**src/rtl/multicycle_controller.sv**
```systemverilog
// Multi-cycle sequencing FSM for an RV32I core: steers PC, IR, register file,
// ALU and the shared memory port, with wait-state timeout and illegal-opcode traps.
module multicycle_controller #(
  parameter int MEM_TIMEOUT = 16,
  parameter int CNT_W       = 32
) (
  input  logic             clk,
  input  logic             reset,
  input  logic [6:0]       Opcode,
  input  logic             mem_ready,
  input  logic             branch_taken,
  output logic             IRWrite,
  output logic             PCWrite,
  output logic [1:0]       PCSel,
  output logic             regWrite,
  output logic             MemRead,
  output logic             MemWrite,
  output logic             MemAddrSel,
  output logic             immSelMux,
  output logic [1:0]       ResultSel,
  output logic             trap,
  output logic [1:0]       trap_cause,
  output logic [2:0]       state_o,
  output logic [CNT_W-1:0] retired_count
);

  localparam logic [6:0] OP_R      = 7'b0110011;
  localparam logic [6:0] OP_I      = 7'b0010011;
  localparam logic [6:0] OP_LOAD   = 7'b0000011;
  localparam logic [6:0] OP_STORE  = 7'b0100011;
  localparam logic [6:0] OP_BRANCH = 7'b1100011;
  localparam logic [6:0] OP_JALR   = 7'b1100111;
  localparam logic [6:0] OP_JAL    = 7'b1101111;
  localparam logic [6:0] OP_LUI    = 7'b0110111;
  localparam logic [6:0] OP_AUIPC  = 7'b0010111;

  localparam int WAIT_W = $clog2(MEM_TIMEOUT + 1);

  localparam logic [1:0] CAUSE_ILLEGAL = 2'b01;
  localparam logic [1:0] CAUSE_TIMEOUT = 2'b10;

  typedef enum logic [2:0] {
    S_FETCH     = 3'd0,
    S_DECODE    = 3'd1,
    S_EXECUTE   = 3'd2,
    S_MEM       = 3'd3,
    S_WRITEBACK = 3'd4,
    S_TRAP      = 3'd5
  } state_t;

  state_t            state, state_next;
  logic [6:0]        opcode_q;
  logic [WAIT_W-1:0] wait_cnt;
  logic              waiting;
  logic              timed_out;
  logic              retire;
  logic [1:0]        cause_next;

  function automatic logic is_legal(input logic [6:0] op);
    case (op)
      OP_R, OP_I, OP_LOAD, OP_STORE, OP_BRANCH,
      OP_JALR, OP_JAL, OP_LUI, OP_AUIPC: is_legal = 1'b1;
      default:                           is_legal = 1'b0;
    endcase
  endfunction

  // A ready in the same cycle the counter hits the limit still completes the access.
  assign waiting   = ((state == S_FETCH) || (state == S_MEM)) && !mem_ready;
  assign timed_out = waiting && (wait_cnt == WAIT_W'(MEM_TIMEOUT));
  assign state_o   = state;

  always_comb begin
    // NOTE: every output gets a default first so no path through the case infers a latch.
    state_next = state;
    retire     = 1'b0;
    cause_next = 2'b00;
    IRWrite    = 1'b0;
    PCWrite    = 1'b0;
    PCSel      = 2'b00;
    regWrite   = 1'b0;
    MemRead    = 1'b0;
    MemWrite   = 1'b0;
    MemAddrSel = 1'b0;
    immSelMux  = 1'b0;
    ResultSel  = 2'b00;

    case (state)
      S_FETCH: begin
        MemRead = 1'b1;
        if (timed_out) begin
          state_next = S_TRAP;
          cause_next = CAUSE_TIMEOUT;
        end else if (mem_ready) begin
          IRWrite    = 1'b1;
          state_next = S_DECODE;
        end
      end

      S_DECODE: begin
        if (is_legal(Opcode)) begin
          state_next = S_EXECUTE;
        end else begin
          state_next = S_TRAP;
          cause_next = CAUSE_ILLEGAL;
        end
      end

      S_EXECUTE: begin
        immSelMux = (opcode_q != OP_R) && (opcode_q != OP_BRANCH);
        case (opcode_q)
          OP_BRANCH: begin
            PCWrite    = 1'b1;
            PCSel      = branch_taken ? 2'b01 : 2'b00;
            retire     = 1'b1;
            state_next = S_FETCH;
          end
          OP_LOAD, OP_STORE: state_next = S_MEM;
          default:           state_next = S_WRITEBACK;
        endcase
      end

      S_MEM: begin
        MemAddrSel = 1'b1;
        MemRead    = (opcode_q == OP_LOAD);
        MemWrite   = (opcode_q == OP_STORE);
        if (timed_out) begin
          state_next = S_TRAP;
          cause_next = CAUSE_TIMEOUT;
        end else if (mem_ready) begin
          if (opcode_q == OP_LOAD) begin
            state_next = S_WRITEBACK;
          end else begin
            PCWrite    = 1'b1;
            retire     = 1'b1;
            state_next = S_FETCH;
          end
        end
      end

      S_WRITEBACK: begin
        regWrite   = 1'b1;
        PCWrite    = 1'b1;
        retire     = 1'b1;
        state_next = S_FETCH;
        if (opcode_q == OP_LOAD) begin
          ResultSel = 2'b01;
        end else if ((opcode_q == OP_JAL) || (opcode_q == OP_JALR)) begin
          ResultSel = 2'b10;
        end
        if (opcode_q == OP_JAL) begin
          PCSel = 2'b01;
        end else if (opcode_q == OP_JALR) begin
          PCSel = 2'b10;
        end
      end

      S_TRAP:  state_next = S_TRAP;
      default: state_next = S_FETCH;
    endcase

    // Reset aborts any access at once, before the state register has even been cleared.
    if (reset) begin
      IRWrite    = 1'b0;
      PCWrite    = 1'b0;
      PCSel      = 2'b00;
      regWrite   = 1'b0;
      MemRead    = 1'b0;
      MemWrite   = 1'b0;
      MemAddrSel = 1'b0;
      immSelMux  = 1'b0;
      ResultSel  = 2'b00;
    end
  end

  // NOTE: state registers use non-blocking assignments so every flop samples pre-edge values.
  always_ff @(posedge clk or posedge reset) begin
    if (reset) begin
      state         <= S_FETCH;
      opcode_q      <= 7'd0;
      wait_cnt      <= '0;
      retired_count <= '0;
      trap          <= 1'b0;
      trap_cause    <= 2'b00;
    end else begin
      state <= state_next;
      if (state == S_DECODE) begin
        opcode_q <= Opcode;
      end
      if (waiting && (state_next == state)) begin
        wait_cnt <= wait_cnt + WAIT_W'(1);
      end else begin
        wait_cnt <= '0;
      end
      if (retire) begin
        retired_count <= retired_count + CNT_W'(1);
      end
      if ((state_next == S_TRAP) && (state != S_TRAP)) begin
        trap       <= 1'b1;
        trap_cause <= cause_next;
      end
    end
  end

endmodule

```
**config.mk**
```make
export PLATFORM = sky130hd
export DESIGN_NAME = multicycle_controller
export DESIGN_NICKNAME = d
export VERILOG_FILES = /design/src/rtl/multicycle_controller.sv
export SDC_FILE = /design/constraint.sdc
export NUM_CORES = 1
export LEC_CHECK = 0
export BUFFER_PORTS_ARGS = -buffer_cell sky130_fd_sc_hd__buf_2
export CAP_MARGIN = 20
export CORE_ASPECT_RATIO = 1.5
export CORE_MARGIN = 3
export CORE_UTILIZATION = 38
export DETAILED_ROUTE_END_ITERATION = 12
export HOLD_SLACK_MARGIN = 0.08
export SLEW_MARGIN = 20
export SYNTH_ARGS = -nofsm -noshare
export SYNTH_HDL_FRONTEND = slang
export SYNTH_SLANG_ARGS = --single-unit
```
**constraint.sdc**
```tcl
create_clock -name clk -period 2.1 [get_ports clk]
set_input_delay 0 -clock clk [delete_from_list [all_inputs] [get_ports clk]]
set_output_delay 0 -clock clk [all_outputs]
set_load 0.05 [all_outputs]
```
==> run_results.csv <==
group,metric,value,unit
power_and_ir_drop,power,3.231,mW
clock_tree,cts_setup_buffers,0,
layout,fillerInstances,607,
clock_tree,clock_path_buffers,2,
worst_setup_path,crit_path_max_fanout,12,
synthesis,syn_nets,263,
route,dr.pass1.iters,4,
worst_setup_path,crit_arrival,1.97,ns
clock_tree,cts_htree_levels,2,
synthesis,synth_top_area_share,47.94,%
worst_setup_path,worst_path_max_delay_cell,"dfrtp_2",
power_and_ir_drop,p_per_area,968.2,nW/µm²
sta,clock_skew,0.005964,ns
placement,hpwlAfterDp,4.565,mm
sta,max_slew.worst_pin.slew,0.6037,ns
power_and_ir_drop,p_leak,1.396,nW
run,cap_violations,0,
synthesis,ys.flop_type,"dfrtp_1",
sta,hold_violations,0,
worst_setup_path,critPathRequiredTime,2.10,ns
route,routed_wl,6.078,mm
synthesis,postSynthCellCount,249,
layout,final_layout_size_suffix_gt1_share,39.39,%
route,vias,2192,
min_path,min_path_type,"in -> reg",
synthesis,postSynthRegisterBits,50,
synthesis,synth-edff-count,0,
clock_tree,insertion_delay,0.30,ns
worst_setup_path,cp_slowest_stage_delay,0.49,ns
sta,drv_slew,0,
floorplan,die_x,73.67,µm
placement,placed_cell_area,3159,µm²
synthesis,async_flop_share,100.0,%
synthesis,yosys.area.top_type,"dfrtp_1",
placement,gp_congestion,0.8257,
worst_setup_path,crit_path_cell_trace,"or3b_1 -> buf_4 -> nor2_4 -> and2_4 -> nor2b_4 -> buf_2",
sta,rsz0062_at_grt,"false",
placement,preCtsSetupSlack,0.1616,ns
floorplan,ioPinCount,60,
layout,postLayoutCoreUtil,50.74,%
route,wl_per_cell,14.97,µm
worst_setup_path,regToRegSetupSlack,0.16,ns
synthesis,seq_area_frac_synth,47.94,%
route,drt_first_iter_violations,92,
status,outcome,"finished clean",
synthesis,yosys-top-cells-area,"dfrtp_1, xor2_1, xnor2_1",
synthesis,synth.distinct_cells,52,
layout,final_nets,343,
sta,setup-tns-final,0,ns
sta,period_needed,1.971,ns
global_route,overflow,0,
sta,final.period_utilization,93.84,%
floorplan,start_util,39.69,%
global_route,grt_pass1_wl,10.29,mm
floorplan,coreArea,6576,µm²
synthesis,syn_avg_cell_area,10.48,µm²
worst_setup_path,cp-start-kind,"flip-flop",
worst_setup_path,endpoint_kind,"output pin",
layout,final_area,3337,µm²
floorplan,die_h,107.5,µm
layout,mostFrequentLayoutCell,"buf_2",
sta,max_slew_margin,59.64,%
floorplan,die_area,7919,µm²
clock_tree,numCtsBuffers,5,
worst_setup_path,path_class,"reg -> out",
global_route,track_usage,16.45,%
sta,clock.fmax,507.4,MHz
route,via_per_inst,5.399,
global_route,grt_pass1_vias,2180,
synthesis,ys.warnings.count,0,
sta,fin_ws,0.1293,ns
layout,antennaDiodeCount,0,
clock_tree,clk_pin_slew,0.09,ns
synthesis,syn_area,2610,µm²
clock_tree,cts_root_buf,"clkbuf_8",
layout,syn_to_final_growth,27.85,%
floorplan,rows,36,
sta,finalSetupViolations,0,
power_and_ir_drop,ir_drop,526.7,µV
clock_tree,tritoncts,"yes",
clock_tree,cts_num_sinks,50,
layout,fin_cells,406,
layout,layout_common_cells,"buf_2, dfrtp_1, xor2_1, nand2_1, dfrtp_2",
placement,io_buffers,59,
placement,dpl.cell_count,390,
route,ant_nets,0,
global_route,antenna_found_initial,0,
global_route,grt_start_max_net_pins,38,
route,post-route-drc-count,0,
sta,holdWs,0.1396,ns
[where the power goes]
| group | internal, mW | total (mW) | switching, mW |
|---|---|---|---|
| Clock | 0.267 | 0.578 | 0.311 |
| Combinational | 0.469 | 1.34 | 0.875 |
| Sequential | 1.13 | 1.31 | 0.179 |
[repair_timing]
item / CTS / global route
hold endpoints to repair: 20 / 0
resized for setup: 0 / 1
setup endpoints to repair: 0 / 1
hold buffers: 8 / 0
[synth_stat cells (all sizes together) (3+ instances only)]
library cell	count
dfrtp	50
xor2	25
nand2	20
nor2	19
nor3	12
nor4	12
xnor2	10
nand3	9
nand4	9
inv	8
buf	6
mux2	6
nand2b	5
nor3b	5
a21oi	4
and3	4
o21ai	4
clkbuf	3
ha	3
nor2b	3
or2	3
[flip-flops by register name (all words and copies together), names as in the netlist]
name / cells
wait_cnt: 5
trap_cause: 2
opcode_q: 7
trap: 1
retired_count: 32
state_o: 3
[cells by family after synthesis]
family	Yosys count	share of synthesized area (%)
AND/OR/NAND/NOR	118	27.90
XOR/XNOR	35	11.74
multiplexers	6	2.589
flip-flops	50	47.94
buffers and inverters	17	2.972
adder cells (fa/ha/maj)	3	1.438
AO/OA/AOI/OAI	20	5.418
[per-layer routing]
| metal | track usage (%) | vias to the layer above | routed length [µm] |
|---|---|---|---|
| li1 | - | 1048 | - |
| met1 | 20.31 | 1077 | 2548 |
| met2 | 29.12 | 61 | 3190 |
| met3 | 2.336 | 6 | 258 |
| met4 | 4.663 | 0 | 81 |
| met5 | 0 | - | 0 |
[worst paths after layout]
check	start	to	cells after the start
setup / recovery	state_o[1]	PCSel[1]	6
hold / removal	mem_ready	state_o[0]	3
setup reg to reg	state_o[0]	retired_count[10]	6
hold reg to reg	trap	trap	1
max in group asynchronous	reset	retired_count[14]	4
min in group asynchronous	reset	retired_count[30]	3
[final cells by class]
cell class | instances | area [µm²] | share of cell area [%]
Clock buffer | 7 | 86.33 | 2.587
Timing Repair Buffer | 82 | 500.5 | 15.00
Sequential cell | 50 | 1274 | 38.17
Tap cell | 76 | 95.09 | 2.850
Inverter | 8 | 30.03 | 0.8999
Multi-Input combinational cell | 182 | 1346 | 40.34
Clock inverter | 1 | 5.005 | 0.1500
[worst max-delay path, delay by kind of cell, from the launching register on]
family	cells	cell delay (ns)
buffers and inverters	2	0.42
AND/OR/NAND/NOR	4	0.76
flip-flops	1	0.49
Power figures use the tool's default switching activity.
